<file path="src/rtl/ts_derand_pkg.sv">
// ============================================================================
// Module : ts_derand_pkg
// Brief  : Shared constants, FSM state type and PRBS step for ts_derandomizer.
// Rev    : 1.0  initial release
// ============================================================================
`default_nettype none

package ts_derand_pkg;

  localparam logic [7:0]  SYNC_BYTE         = 8'h47;
  localparam logic [7:0]  SYNC_INV          = 8'hB8;
  localparam int          PKT_LEN           = 188;
  localparam int          GRP_LEN           = 8;
  // Leftmost literal bit is r1, so r1 = state[14] and r15 = state[0].
  localparam logic [14:0] PRBS_INIT_DEFAULT = 15'b100101010000000;

  typedef enum logic {
    HUNT   = 1'b0,
    LOCKED = 1'b1
  } state_t;

  // One shift of the 1 + x^14 + x^15 generator: output r14^r15 feeds r1.
  function automatic logic [14:0] prbs_step(input logic [14:0] s);
    return {s[1] ^ s[0], s[14:1]};
  endfunction

endpackage

`default_nettype wire

</file>
<file path="src/rtl/prbs_byte_gen.sv">
// ============================================================================
// Module : prbs_byte_gen
// Brief  : Combinational 8-step PRBS advance; first generated bit lands in MSB.
// Rev    : 1.0  initial release
// ============================================================================
`default_nettype none

module prbs_byte_gen
  import ts_derand_pkg::*;
(
  input  logic [14:0] state,
  output logic [7:0]  keystream,
  output logic [14:0] next_state
);

  logic [14:0] s;

  always_comb begin
    s         = state;
    keystream = '0;
    for (int i = 7; i >= 0; i--) begin
      keystream[i] = s[1] ^ s[0];
      s            = prbs_step(s);
    end
    next_state = s;
  end

endmodule

`default_nettype wire

</file>
<file path="src/rtl/ts_derandomizer.sv">
// ============================================================================
// Module : ts_derandomizer
// Brief  : DVB transport-stream derandomizer with sync-inverted group lock.
//          Optional lock-loss statistics counter when TS_DERAND_STATS_EN is set.
// Rev    : 1.0  initial release
// ============================================================================
`default_nettype none

module ts_derandomizer
  import ts_derand_pkg::*;
#(
  parameter int          LOSS_THR  = 3,
  parameter logic [14:0] PRBS_INIT = PRBS_INIT_DEFAULT
) (
  input  logic       clk,
  input  logic       reset,
  input  logic       CE,
  input  logic       Valid_in,
  input  logic [7:0] input_byte,
  output logic [7:0] Out_byte,
  output logic       CEO,
  output logic       Valid_out,
  output logic       Sync_out
`ifdef TS_DERAND_STATS_EN
  ,
  output logic [7:0] lock_loss_cnt
`endif
);

  localparam int         MISS_W    = $clog2(LOSS_THR + 1);
  localparam logic [7:0] BYTE_LAST = 8'(PKT_LEN - 1);
  localparam logic [2:0] PKT_LAST  = 3'(GRP_LEN - 1);

  state_t              state;
  logic [7:0]          byte_cnt;
  logic [2:0]          pkt_cnt;
  logic [MISS_W-1:0]   miss_cnt;
  logic [14:0]         prbs;

  logic [7:0]          keystream;
  logic [14:0]         prbs_next;
  logic                accept;
  logic                gap;
  logic                at_pkt_start;
  logic                at_grp_start;
  logic                is_sync_inv;
  logic [MISS_W-1:0]   miss_inc;
  logic                lose_lock;

  prbs_byte_gen u_prbs (
    .state      (prbs),
    .keystream  (keystream),
    .next_state (prbs_next)
  );

  assign accept       = CE & Valid_in;
  assign gap          = CE & ~Valid_in;
  assign at_pkt_start = (byte_cnt == 8'd0);
  assign at_grp_start = at_pkt_start && (pkt_cnt == 3'd0);
  assign is_sync_inv  = (input_byte == SYNC_INV);
  assign miss_inc     = miss_cnt + MISS_W'(1);
  assign lose_lock    = accept && (state == LOCKED) && at_grp_start &&
                        !is_sync_inv && (miss_inc >= MISS_W'(LOSS_THR));

  always_ff @(posedge clk or negedge reset) begin
    if (!reset) begin
      state     <= HUNT;
      byte_cnt  <= '0;
      pkt_cnt   <= '0;
      miss_cnt  <= '0;
      prbs      <= '0;
      Out_byte  <= '0;
      CEO       <= 1'b0;
      Valid_out <= 1'b0;
      Sync_out  <= 1'b0;
    end else begin
      CEO      <= accept;
      Sync_out <= 1'b0;
      if (gap) begin
        byte_cnt <= '0;
        pkt_cnt  <= '0;
      end else if (accept) begin
        if (byte_cnt == BYTE_LAST) begin
          byte_cnt <= '0;
          pkt_cnt  <= (pkt_cnt == PKT_LAST) ? 3'd0 : pkt_cnt + 3'd1;
        end else begin
          byte_cnt <= byte_cnt + 8'd1;
        end

        case (state)
          HUNT: begin
            if (at_pkt_start && is_sync_inv) begin
              state     <= LOCKED;
              pkt_cnt   <= '0;
              prbs      <= PRBS_INIT;
              miss_cnt  <= '0;
              Out_byte  <= SYNC_BYTE;
              Valid_out <= 1'b1;
              Sync_out  <= 1'b1;
            end else begin
              Out_byte  <= input_byte;
              Valid_out <= 1'b0;
            end
          end

          LOCKED: begin
            if (at_grp_start) begin
              // The generator restarts every group, even on a missed sync.
              prbs <= PRBS_INIT;
              if (is_sync_inv) begin
                miss_cnt  <= '0;
                Out_byte  <= SYNC_BYTE;
                Valid_out <= 1'b1;
                Sync_out  <= 1'b1;
              end else if (lose_lock) begin
                state     <= HUNT;
                miss_cnt  <= '0;
                Out_byte  <= input_byte;
                Valid_out <= 1'b0;
              end else begin
                miss_cnt  <= miss_inc;
                Out_byte  <= input_byte;
                Valid_out <= 1'b1;
                Sync_out  <= 1'b1;
              end
            end else if (at_pkt_start) begin
              // Plain sync bytes are not scrambled but still consume keystream.
              prbs      <= prbs_next;
              Out_byte  <= input_byte;
              Valid_out <= 1'b1;
              Sync_out  <= 1'b1;
            end else begin
              prbs      <= prbs_next;
              Out_byte  <= input_byte ^ keystream;
              Valid_out <= 1'b1;
            end
          end

          default: state <= HUNT;
        endcase
      end
    end
  end

`ifdef TS_DERAND_STATS_EN
  always_ff @(posedge clk or negedge reset) begin
    if (!reset) begin
      lock_loss_cnt <= '0;
    end else if (lose_lock && (lock_loss_cnt != 8'hFF)) begin
      lock_loss_cnt <= lock_loss_cnt + 8'd1;
    end
  end
`endif

endmodule

`default_nettype wire

</file>
<file path="config.mk">
export PLATFORM = sky130hd
export DESIGN_NAME = ts_derandomizer
export DESIGN_NICKNAME = d
export VERILOG_FILES = /design/src/rtl/ts_derand_pkg.sv /design/src/rtl/prbs_byte_gen.sv /design/src/rtl/ts_derandomizer.sv
export SDC_FILE = /design/constraint.sdc
export NUM_CORES = 1
export LEC_CHECK = 0
export CORE_MARGIN = 4
export CORE_UTILIZATION = 54
export CTS_CLUSTER_DIAMETER = 150
export DETAILED_ROUTE_END_ITERATION = 10
export HOLD_SLACK_MARGIN = 0.1
export PLACE_DENSITY = 0.76
export SETUP_SLACK_MARGIN = 0.5
export SLEW_MARGIN = 10
export SYNTH_ARGS = -nofsm -noshare
export SYNTH_HDL_FRONTEND = slang
export SYNTH_SLANG_ARGS = --single-unit
</file>
<file path="constraint.sdc">
create_clock -name clk -period 6.1 [get_ports clk]
set_clock_uncertainty 0.15 [all_clocks]
set_input_delay 1.22 -clock clk [delete_from_list [all_inputs] [get_ports clk]]
set_output_delay 1.22 -clock clk [all_outputs]
set_load 0.01 [all_outputs]
</file>
# == Word-level counts from Yosys, hierarchy flattened ==
# Cells that the tools add are included.
# word_totals
register_bits,39
out_inout_bits,11
word_cells,76
input_bits,12
# classes
reduce_logical,13
eq_ne,5
bitwise,14
n_mux,32
add_sub_neg,3
n_lt_le_gt_ge,1
# ops
operator,count
$mux 8,7
$mux 15,2
$pmux 15 s2,1
$mux 3,6
$eq 8x8->1 const B,2
$pmux 8 s2,1
$add 8x1->8 const B,1
$logic_not 8->1,1
$mux 1,8
$mux 2,4
$xor 1x1->1,8
$xor 8x8->8,1
$logic_and 1x1->1,6
$pmux 1 s2,2
$pmux 2 s2,1
$reduce_and 4->1,1
$add 3x1->3 const B,1
$eq 3x3->1 const B,1
$logic_not 3->1,1
$not 1->1,3
$reduce_and 3->1,1
$add 2x1->2 const B,1
$and 1x1->1,2
$ge 2x2->1 const B,1
5 further kinds,5

# == Logic depth before layout (Yosys ltp) ==
# Gate-level depths: netlist (run 1).
# logic_depth
depth_word,11
mapped_depth,8
mapped_depth_nobuf,6

# == Hierarchy ==
# From an unflattened synthesis (run 1), not the netlist that was laid out.
# hier_totals
cells_unflattened,253
hier_area_um2,2268.4
# modules_own_cells
mod,area_per_inst_um2,cells_each,seq_area_each_um2,instances
ts_derandomizer,2085.8,230,975.9,1
prbs_byte_gen,182.7,23,0.0,1

# == Worst setup path after synthesis (run 1) ==
# Ideal clock, no wire load.
# synth_path
path_kind,input to register
from,in input_byte[0]
to,reg prbs[11]
setup_ns,0.125
setup_slack_ns,3.424
arrival_time_ns,2.401
t_required_ns,5.825
cell_stages,5
cell_sequence,nor4b_2 a41oi_2 nand2b_4 buf_6 mux2_4
# synth_via
elab_chain_len,4
# synth_lines
item,line_no,text
start: declaration,ts_derandomizer.sv:19,"input logic [7:0] input_byte,"
$eq 8x8->1,ts_derandomizer.sv:60,assign is_sync_inv = (input_byte == SYNC_INV);
$logic_and 1x1->1,ts_derandomizer.sv:92,if (at_pkt_start && is_sync_inv) begin
$ne 2x2->1 (no source line),n/a,
$reduce_and 3->1 (no source line),n/a,
end signal: assignment,ts_derandomizer.sv:128,prbs <= prbs_next;
end signal: assignment,ts_derandomizer.sv:133,prbs <= prbs_next;
end: declaration,ts_derandomizer.sv:38,logic [14:0] prbs;
# Every way passes these cells.
# A chain may end at the register's enable or synchronous reset.

# == Worst setup path in the final report (run 1) ==
# layout_path
from,in input_byte[3]
to,reg prbs[7]
# The elaborated chain is that of the path after synthesis.

==> flow_summary.ini, run 1 <==
[status]
status = finished clean

[critical_path]
required_ps = 6130
crit_arrival_ps = 3570
worstPathMaxFanout = 21
reg2reg_to = prbs[7]$_DFFE_PN0P_
critPathLaunchType = input port
endpoint_kind = register
rr_worst_depth = 6
timing.rr.start = byte_cnt[0]$_DFFE_PN0P_
reg2reg_slack_ps = 3290
crit_type = input port to register

[cts]
cts.sinks = 39
holdBufCountCts = 0
clk_pin_slew_ps = 80
cts_resized = 0
cts_max_level = 2
post_cts_buffers = 0
cts_made_buffers = 5
cts_tree = built
cts_root_buf = clkbuf_8
clock_path_buffers = 2
clock_latency_ps = 290

[cells_and_area]
fin_area_sq_mm = 0.00253
antennaDiodeCount = 0
seq_area_sq_um = 976
nets = 269
multiInputGateArea_sq_mm = 0.00115
syn_to_final_growth_pct = 12.2
drive_gt1_frac = 0.0720
fill_cells = 353

[sta]
finalSetupViolCount = 0
final_hold_viol_count = 0
fin_crit_sh = 0.581
min_period_ps = 3540
relSlewSlack = 0.234
rsz0062_at_grt = no
max_freq_mhz = 282
setup_tns_ps = 0
tightest_slew_ps = 1140
drv_slew = 0

[route]
vias_per_cell = 6.28
wl_mm = 5.18
met3_length_um = 312
wirelength_met1_mm = 2.46
wl_per_cell_um = 17.3
routed.top_layer = met4
drtPass1Iterations = 4
ant_nets = 0
vias = 1884
drc_errors = 0
wl_met2_mm = 2.35
drtIter0Drc = 234

[min_path]
hold_end = Out_byte[2]$_DFFE_PN0P_
min_from = Out_byte[2]$_DFFE_PN0P_
hp-class = register to register
whs_path_depth = 1

[floorplan]
coreArea_sq_mm = 0.00403
io_pins = 23
dieArea_sq_mm = 0.00527
die_h_um = 72.6
die_w_um = 72.6
start_util = 0.560
rows = 23

[yosys]
synth_area_sq_mm = 0.00225
synth_warnings = 0
seq_area_frac_synth = 0.433
ys_ff_latch = 39
ys.flop_type = dfrtp_1
synth.distinct_cells = 50
async_flop_share = 1.00
syn_inst = 236
syn_nets = 254
synth_edf_count = 0
synth_area_per_cell_sq_um = 9.55

[job]
max_cap_viol_count = 0

[global_routing]
antenna_found_initial = 0
grt_pass1_wl_mm = 8.80
grtUsageTotal = 0.213
grt_pass1_vias = 1805
grt-ovfl-total = 0
grt_max_degree = 40

[place]
port_buffers = 22
gp_congestion = 0.839
dp_hpwl_mm = 3.56
placed_area_sq_mm = 0.00246

[power]
cellLeakagePower_uw = 0.00110
vdd_drop_max_mv = 0.182
power_density_mw_per_mm2 = 360
## how the worst max path moves through the flow
stage / startpoint / end / slack [ps] / cells past startpoint
3_5_place_dp: CE / prbs[7]$_DFFE_PN0P_ / 2290 / 5
4_1_cts: input_byte[3] / prbs[7]$_DFFE_PN0P_ / 2620 / 5
3_3_place_gp: CE / prbs[11]$_DFFE_PN0P_ / 2350 / 5
6_report: input_byte[3] / prbs[7]$_DFFE_PN0P_ / 2560 / 5
5_1_grt: CE / prbs[11]$_DFFE_PN0P_ / 2430 / 5
2_1_floorplan: input_byte[0] / prbs[11]$_DFFE_PN0P_ / 3420 / 5
## registers in the layout, summed over array words and instances, names as in the netlist
name / count
byte_cnt: 8
Out_byte: 8
prbs: 15
Sync_out: 1
state: 1
miss_cnt: 2
CEO: 1
pkt_cnt: 3
## critical path, stage by stage
cell and delay (ps):
clkdlybuf4s50_1 520, nor4b_2 500, a41oi_2 550, nand2b_4 430, mux2_4 350
## cells in the final DEF, fill, tap and decap left out, drive strengths merged, types with 3 or more instances in the layout
cell type      instances
o31ai                  4
a31oi                  6
nand4                  4
clkdlybuf4s50         21
dfrtp                 39
nor2                  11
ha                     6
xor2                   5
nor3                   5
nand3                  5
o21ai                 34
a21oi                  6
a32o                   4
xnor2                  6
o2111ai                8
nand2                 25
mux2                   3
a221oi                 4
a21o                   6
clkbuf                 6
inv                   15
## metrics by stage
step / instances / setup slack [ps] / utilization / power [uW] / hold slack (ps)
floorplan: 236 / 3420 / - / 622 / 310
global placement: 294 / 2350 / 0.610 / 737 / 344
detailed placement: 294 / 2290 / 0.610 / 748 / 339
CTS: 300 / 2620 / 0.628 / 914 / 358
global route: 300 / 2430 / 0.628 / 969 / 376
finish: 300 / 2560 / 0.628 / 911 / 358
## Yosys cell counts (all sizes together) (3+ instances only)
cell type,count,area share
dfrtp,39,0.43
o21ai,34,0.075
nand2,25,0.042
inv,15,0.025
nor2,11,0.019
clkbuf,9,0.015
o2111ai,8,0.031
a21o,6,0.020
a21oi,6,0.013
a31oi,6,0.017
ha,6,0.033
xnor2,6,0.023
buf,5,0.019
nand3,5,0.011
nor3,5,0.013
xor2,5,0.019
a221oi,4,0.016
a32o,4,0.018
nand4,4,0.014
o31ai,4,0.013
mux2,3,0.020
## metal layers
metal / vias up / global-route usage
met2: 61 / 0.322
met1: 920 / 0.310
met3: 5 / 0.0468
met5: - / 0
met4: 0 / 0.0553
li1: 898 / -
## report_power, final
part           switching (uW)  internal, uW
Combinational             193           161
Clock                    86.3          76.3
Sequential               65.6           328
Total                     345           565
## layout make-up
type,instances,area share
multi-input cells,168,0.453
flip-flops and latches,39,0.386
repair buffers,22,0.0851
clock buffers,6,0.0287
well taps,50,0.0247
inverters,15,0.0223
## cell families (layout without fill, tap and decap cells)
group,count (synthesis),count (layout),share of synthesized area
flip-flops,39,39,0.433
XOR/XNOR,11,11,0.0427
buffers and inverters,29,43,0.0588
AND/OR/NAND/NOR,63,63,0.157
adder cells (fa/ha/maj),6,6,0.0333
AO/OA/AOI/OAI,84,84,0.251
multiplexers,4,4,0.0244
Power figures use the tool's default switching activity.
==> run 2, diff against run 1 <==
==> constraint.sdc (replaced) <==
create_clock -name clk -period 3.4 [get_ports clk]
set_clock_uncertainty 0.15 [all_clocks]
set_input_delay 0.68 -clock clk [delete_from_list [all_inputs] [get_ports clk]]
set_output_delay 0.68 -clock clk [all_outputs]
set_load 0.01 [all_outputs]
==> run 2 against run 1 <==
Effect of this change: first-iteration DRC count up 16%; global-route usage rose by 0.098 points; total power up 79%; sequential cell count is the same; critical path type unchanged; largest cell class unchanged.
==> flow_summary.ini, run 2 (same netlist as run 1, synthesis figures left out) <==
[status]
status = finished clean

[critical_path]
reg2reg_slack_ps = 900
endpoint_kind = register
rr_worst_depth = 6
timing.rr.start = byte_cnt[0]$_DFFE_PN0P_
crit_arrival_ps = 2550
reg2reg_to = prbs[7]$_DFFE_PN0P_
crit_type = input port to register
worstPathMaxFanout = 14
critPathLaunchType = input port
required_ps = 3420

[cells_and_area]
stdcell_count = 303
drive_gt1_frac = 0.0830
syn_to_final_growth_pct = 13.2
reg_top3 = prbs: 15 flops, Out_byte: 8 flops, byte_cnt: 8 flops
fin_area_sq_mm = 0.00255
antennaDiodeCount = 0
largest_reg_flops = 15
final_cell_mix = 39 x dfrtp_1, 25 x nand2_1, 24 x o21ai_0, 21 x clkdlybuf4s50_1, 15 x inv_1
largest_register = prbs
layout_commonest_cell = dfrtp_1
nets = 272

[sta]
finalSetupViolCount = 0
rsz0062_at_grt = no
setup_tns_ps = 0
fin_crit_sh = 0.743
min_period_ps = 2530
final_hold_viol_count = 0
tightest_slew_ps = 1110
drv_slew = 0
relSlewSlack = 0.255
max_freq_mhz = 396

[floorplan]
io_pins = 23
die_w_um = 72.6
die_h_um = 72.6
start_util = 0.560
dieArea_sq_mm = 0.00527
coreArea_sq_mm = 0.00403
rows = 23

[power]
vdd_drop_max_mv = 0.325
pwr-share-comb = 0.392
internal_power_uw = 1020
netSwitchingPower_uw = 605
share_seq_of_total_power = 0.432
cellLeakagePower_uw = 0.00112
switching_share = 0.371
clkPwrFrac = 0.176
power_density_mw_per_mm2 = 638

[min_path]
hp-class = input port to async pin

[route]
drc_errors = 0
wl_per_cell_um = 16.5
drtPass1Iterations = 4
vias = 1900
ant_nets = 0
vias_per_cell = 6.27
wl_mm = 4.99
drtIter0Drc = 271

[cts]
cts.sinks = 39
cts_root_buf = clkbuf_8
clk_pin_slew_ps = 70
post_cts_buffers = 0
holdBufCountCts = 0
cts_resized = 0
cts_made_buffers = 5
clock_latency_ps = 290
clock_path_buffers = 2
cts_max_level = 2
cts_tree = built

[place]
port_buffers = 22
dp_hpwl_mm = 3.40
gp_congestion = 0.802
dp.cells = 297
placed_area_sq_mm = 0.00248

[global_routing]
grt_pass1_vias = 1858
grt-ovfl-total = 0
grt_pass1_wl_mm = 8.87
grtUsageTotal = 0.214
grt_max_degree = 40
antenna_found_initial = 0

[job]
max_cap_viol_count = 0
==> run 2: cell type report <==
class	count	area, sq um
Fill cell	348	1480
Multi-Input combinational cell	168	1150
Sequential cell	39	976
Timing Repair Buffer	25	238
Clock buffer	6	72.6
Tap cell	50	62.6
Inverter	15	56.3
==> run 2: through the flow <==
step	hold WS (ps)	power (uW)	util	worst slack (ps)
after floorplan	234	1120	-	1260
after global placement	340	1330	0.615	651
after detailed placement	337	1340	0.615	604
after CTS	358	1630	0.633	910
after global routing	368	1750	0.633	740
final	349	1630	0.633	873
==> run 2: critical path, stage by stage <==
cell             delay (ps)
clkdlybuf4s50_1         450
nor4b_2                 300
buf_4                   180
a41oi_2                 230
buf_4                   290
a221oi_1                310
a21oi_1                 110
==> run 2: worst max path at each step <==
stage                       start                       to
floorplan           input_byte[0]     prbs[11]$_DFFE_PN0P_
global placement    input_byte[6]      prbs[7]$_DFFE_PN0P_
detailed placement  input_byte[0]      prbs[7]$_DFFE_PN0P_
CTS                 input_byte[0]  Out_byte[5]$_DFFE_PN0P_
global route        input_byte[3]  Out_byte[7]$_DFFE_PN0P_
finish              input_byte[0]  Out_byte[5]$_DFFE_PN0P_
==> run 2: power by group through the flow <==
stage          Clock (uW)  Sequential [uW]  Combinational [uW]
3_5_place_dp            0              711                 629
3_3_place_gp            0              705                 626
2_1_floorplan           0              691                 426
5_1_grt               318              722                 709
4_1_cts               295              702                 634
6_report              287              703                 638
==> run 2: routing by layer <==
| metal | wire, um | GRT usage |
|---|---|---|
| met2 | 2260 | 0.323 |
| met4 | 87 | 0.0779 |
| met1 | 2250 | 0.303 |
| met3 | 391 | 0.0455 |
| met5 | 0 | 0 |
==> run 3, diff against run 2 <==
--- a/config.mk
+++ b/config.mk
@@ -6,7 +6,7 @@
 export NUM_CORES = 1
 export LEC_CHECK = 0
 export CORE_MARGIN = 4
-export CORE_UTILIZATION = 54
+export CORE_UTILIZATION = 51
 export CTS_CLUSTER_DIAMETER = 150
 export DETAILED_ROUTE_END_ITERATION = 10
 export HOLD_SLACK_MARGIN = 0.1
==> constraint.sdc (replaced) <==
create_clock -name clk -period 2.31 [get_ports clk]
set_clock_uncertainty 0.15 [all_clocks]
set_input_delay 0.462 -clock clk [delete_from_list [all_inputs] [get_ports clk]]
set_output_delay 0.462 -clock clk [all_outputs]
set_load 0.01 [all_outputs]
==> run 3 against run 2 <==
Effect of this change: die area is 5.2% higher; final cell count increased by 13%; core utilization rose by 13 points; clock power is 80% higher; count of clock-buffer cells in the layout grew 2; sequential power up 45%; combinational power rose by 120%; via count grew 11%; first-iteration DRC count down 40%; register-to-register slack lost 650 ps; global-route usage up 2.2 points; non-clock buffer count up 36; largest cell class unchanged; highest routed layer unchanged.
==> flow_summary.ini, run 3 (same netlist as run 1, synthesis figures left out) <==
[sta]
drv_slew = 0
finalSetupViolCount = 0
relSlewSlack = 0.656
tightest_slew_ps = 517
fin_crit_sh = 0.893
min_period_ps = 2060
max_freq_mhz = 485
final_hold_viol_count = 0
rsz0062_at_grt = yes

[place]
gp_congestion = 0.822
dp_hpwl_mm = 3.81
placed_area_sq_mm = 0.00270
port_buffers = 22

[critical_path]
cp.buffers_inverters = 1
endpoint_kind = register
cp-startpoint = byte_cnt[0]$_DFFE_PN0P_
timing.rr.start = byte_cnt[0]$_DFFE_PN0P_
cp_top_family = compound AO/OA/AOI/OAI gates
required_ps = 2350
worst_path_max_delay_cell = or4b_4
rr_worst_depth = 6
crit_type = register to register
cp_cell_sequence = inv_2, ha_4, or4b_4, o21ai_2, o2111ai_1, a32o_1
critPathLaunchType = register
reg2reg_to = Out_byte[6]$_DFFE_PN0P_
slowest_delay_ps = 560
reg2reg_slack_ps = 250
worstPathMaxFanout = 6
crit_arrival_ps = 2100

[route]
ant_nets = 0
drtIter0Drc = 163
wl_per_cell_um = 18.8
wl_mm = 6.42
drtPass1Iterations = 5
vias = 2113
drc_errors = 0
vias_per_cell = 6.18

[status]
status = finished clean

[floorplan]
start_util = 0.544
die_w_um = 74.5
io_pins = 23
dieArea_sq_mm = 0.00555
die_h_um = 74.5
rows = 23
coreArea_sq_mm = 0.00414

[cts]
cts_root_buf = clkbuf_8
clock_latency_ps = 290
cts_made_buffers = 5
clock_path_buffers = 2
cts.sinks = 39
cts_tree = built
cts_max_level = 2
clk_pin_slew_ps = 80

[global_routing]
grt_pass1_wl_mm = 10.0
grt_max_degree = 22
grt_pass1_vias = 2060
antenna_found_initial = 0
grtUsageTotal = 0.236
grt-ovfl-total = 0

[power]
vdd_drop_max_mv = 0.516
power_uw = 2960
power_density_mw_per_mm2 = 932
cellLeakagePower_uw = 0.00144

[cells_and_area]
layout_commonest_cell = dfrtp_1
antennaDiodeCount = 0
reg_top3 = prbs: 15 flops, Out_byte: 8 flops, byte_cnt: 8 flops
largest_register = prbs
final_cell_mix = 38 x dfrtp_1, 25 x buf_4, 24 x nand2_1, 19 x o21ai_2, 12 x inv_1
nets = 309
syn_to_final_growth_pct = 40.7
largest_reg_flops = 15
drive_gt1_frac = 0.342
fin_area_sq_mm = 0.00317

[min_path]
whs_path_depth = 2
hp-class = register to register
hold_end = prbs[13]$_DFFE_PN0P_
min_from = prbs[13]$_DFFE_PN0P_

[job]
max_cap_viol_count = 0
==> run 3: changes by cell type in the layout (fill, tap and decap cells not counted), sizes merged <==
cell	delta
clkdlybuf4s50	-15
dlygate4sd3	+1
clkbuf	+2
buf	+35
dlygate4sd2	+8
nand4	+1
dlymetal6s2s	+7
==> run 3: worst reg2reg max path: cells and delay by family, from the launching register on <==
family / cells / cell delay, ps
AO/OA/AOI/OAI: 3 / 630
flip-flops: 1 / 410
AND/OR/NAND/NOR: 1 / 560
adder cells (fa/ha/maj): 1 / 130
buffers and inverters: 1 / 80
==> run 3: what timing repair did <==
action | CTS | global route
gates cloned | 1 | 1
endpoints found under the hold margin | 18 | 0
endpoints found under the setup margin | 37 | 41
pin swaps | 20 | 7
resized for setup | 59 | 33
setup buffers | 6 | 3
hold buffers | 1 | 0
==> run 3: metrics by stage <==
| stage | hold slack (ps) | util | cells | TNS, ps | worst slack, ps |
|---|---|---|---|---|---|
| 2_1_floorplan | 16.4 | - | 236 | 0 | 328 |
| 3_3_place_gp | 289 | 0.650 | 322 | -809 | -90.8 |
| 3_5_place_dp | 293 | 0.650 | 322 | -1340 | -130 |
| 4_1_cts | 354 | 0.729 | 338 | 0 | 366 |
| 5_1_grt | 379 | 0.765 | 342 | 0 | 200 |
| 6_report | 357 | 0.765 | 342 | 0 | 247 |
==> run 3: how the worst max path moves through the flow <==
stage	slack, ps	endpoint	cells past startpoint
floorplan	330	prbs[11]$_DFFE_PN0P_	7
global placement	-90	Out_byte[2]$_DFFE_PN0P_	6
detailed placement	-130	Out_byte[2]$_DFFE_PN0P_	6
CTS	370	Out_byte[0]$_DFFE_PN0P_	6
global route	200	Out_byte[6]$_DFFE_PN0P_	6
finish	250	Out_byte[6]$_DFFE_PN0P_	6
==> run 3: power by group <==
part | switching [uW] | internal [uW] | leakage [uW] | total [uW]
registers | 151 | 867 | 0.000497 | 1020
clock network | 245 | 273 | 0.0000515 | 518
logic | 756 | 665 | 0.000893 | 1420
==> run 3: per-layer routing <==
metal / vias to the layer above / track usage / part of all wire
met4: 0 / 0.0751 / 0.014
met5: - / 0 / 0
met3: 8 / 0.0446 / 0.049
li1: 992 / - / -
met1: 1050 / 0.332 / 0.45
met2: 63 / 0.369 / 0.49
==> run 3: layout make-up <==
cell class                 count  area, sq um
clock buffer                   8          100
inverter                      15         56.3
tap                           50         62.6
fill                         279          972
sequential                    39          977
timing repair buffer          61          573
multi-input combinational    169         1400
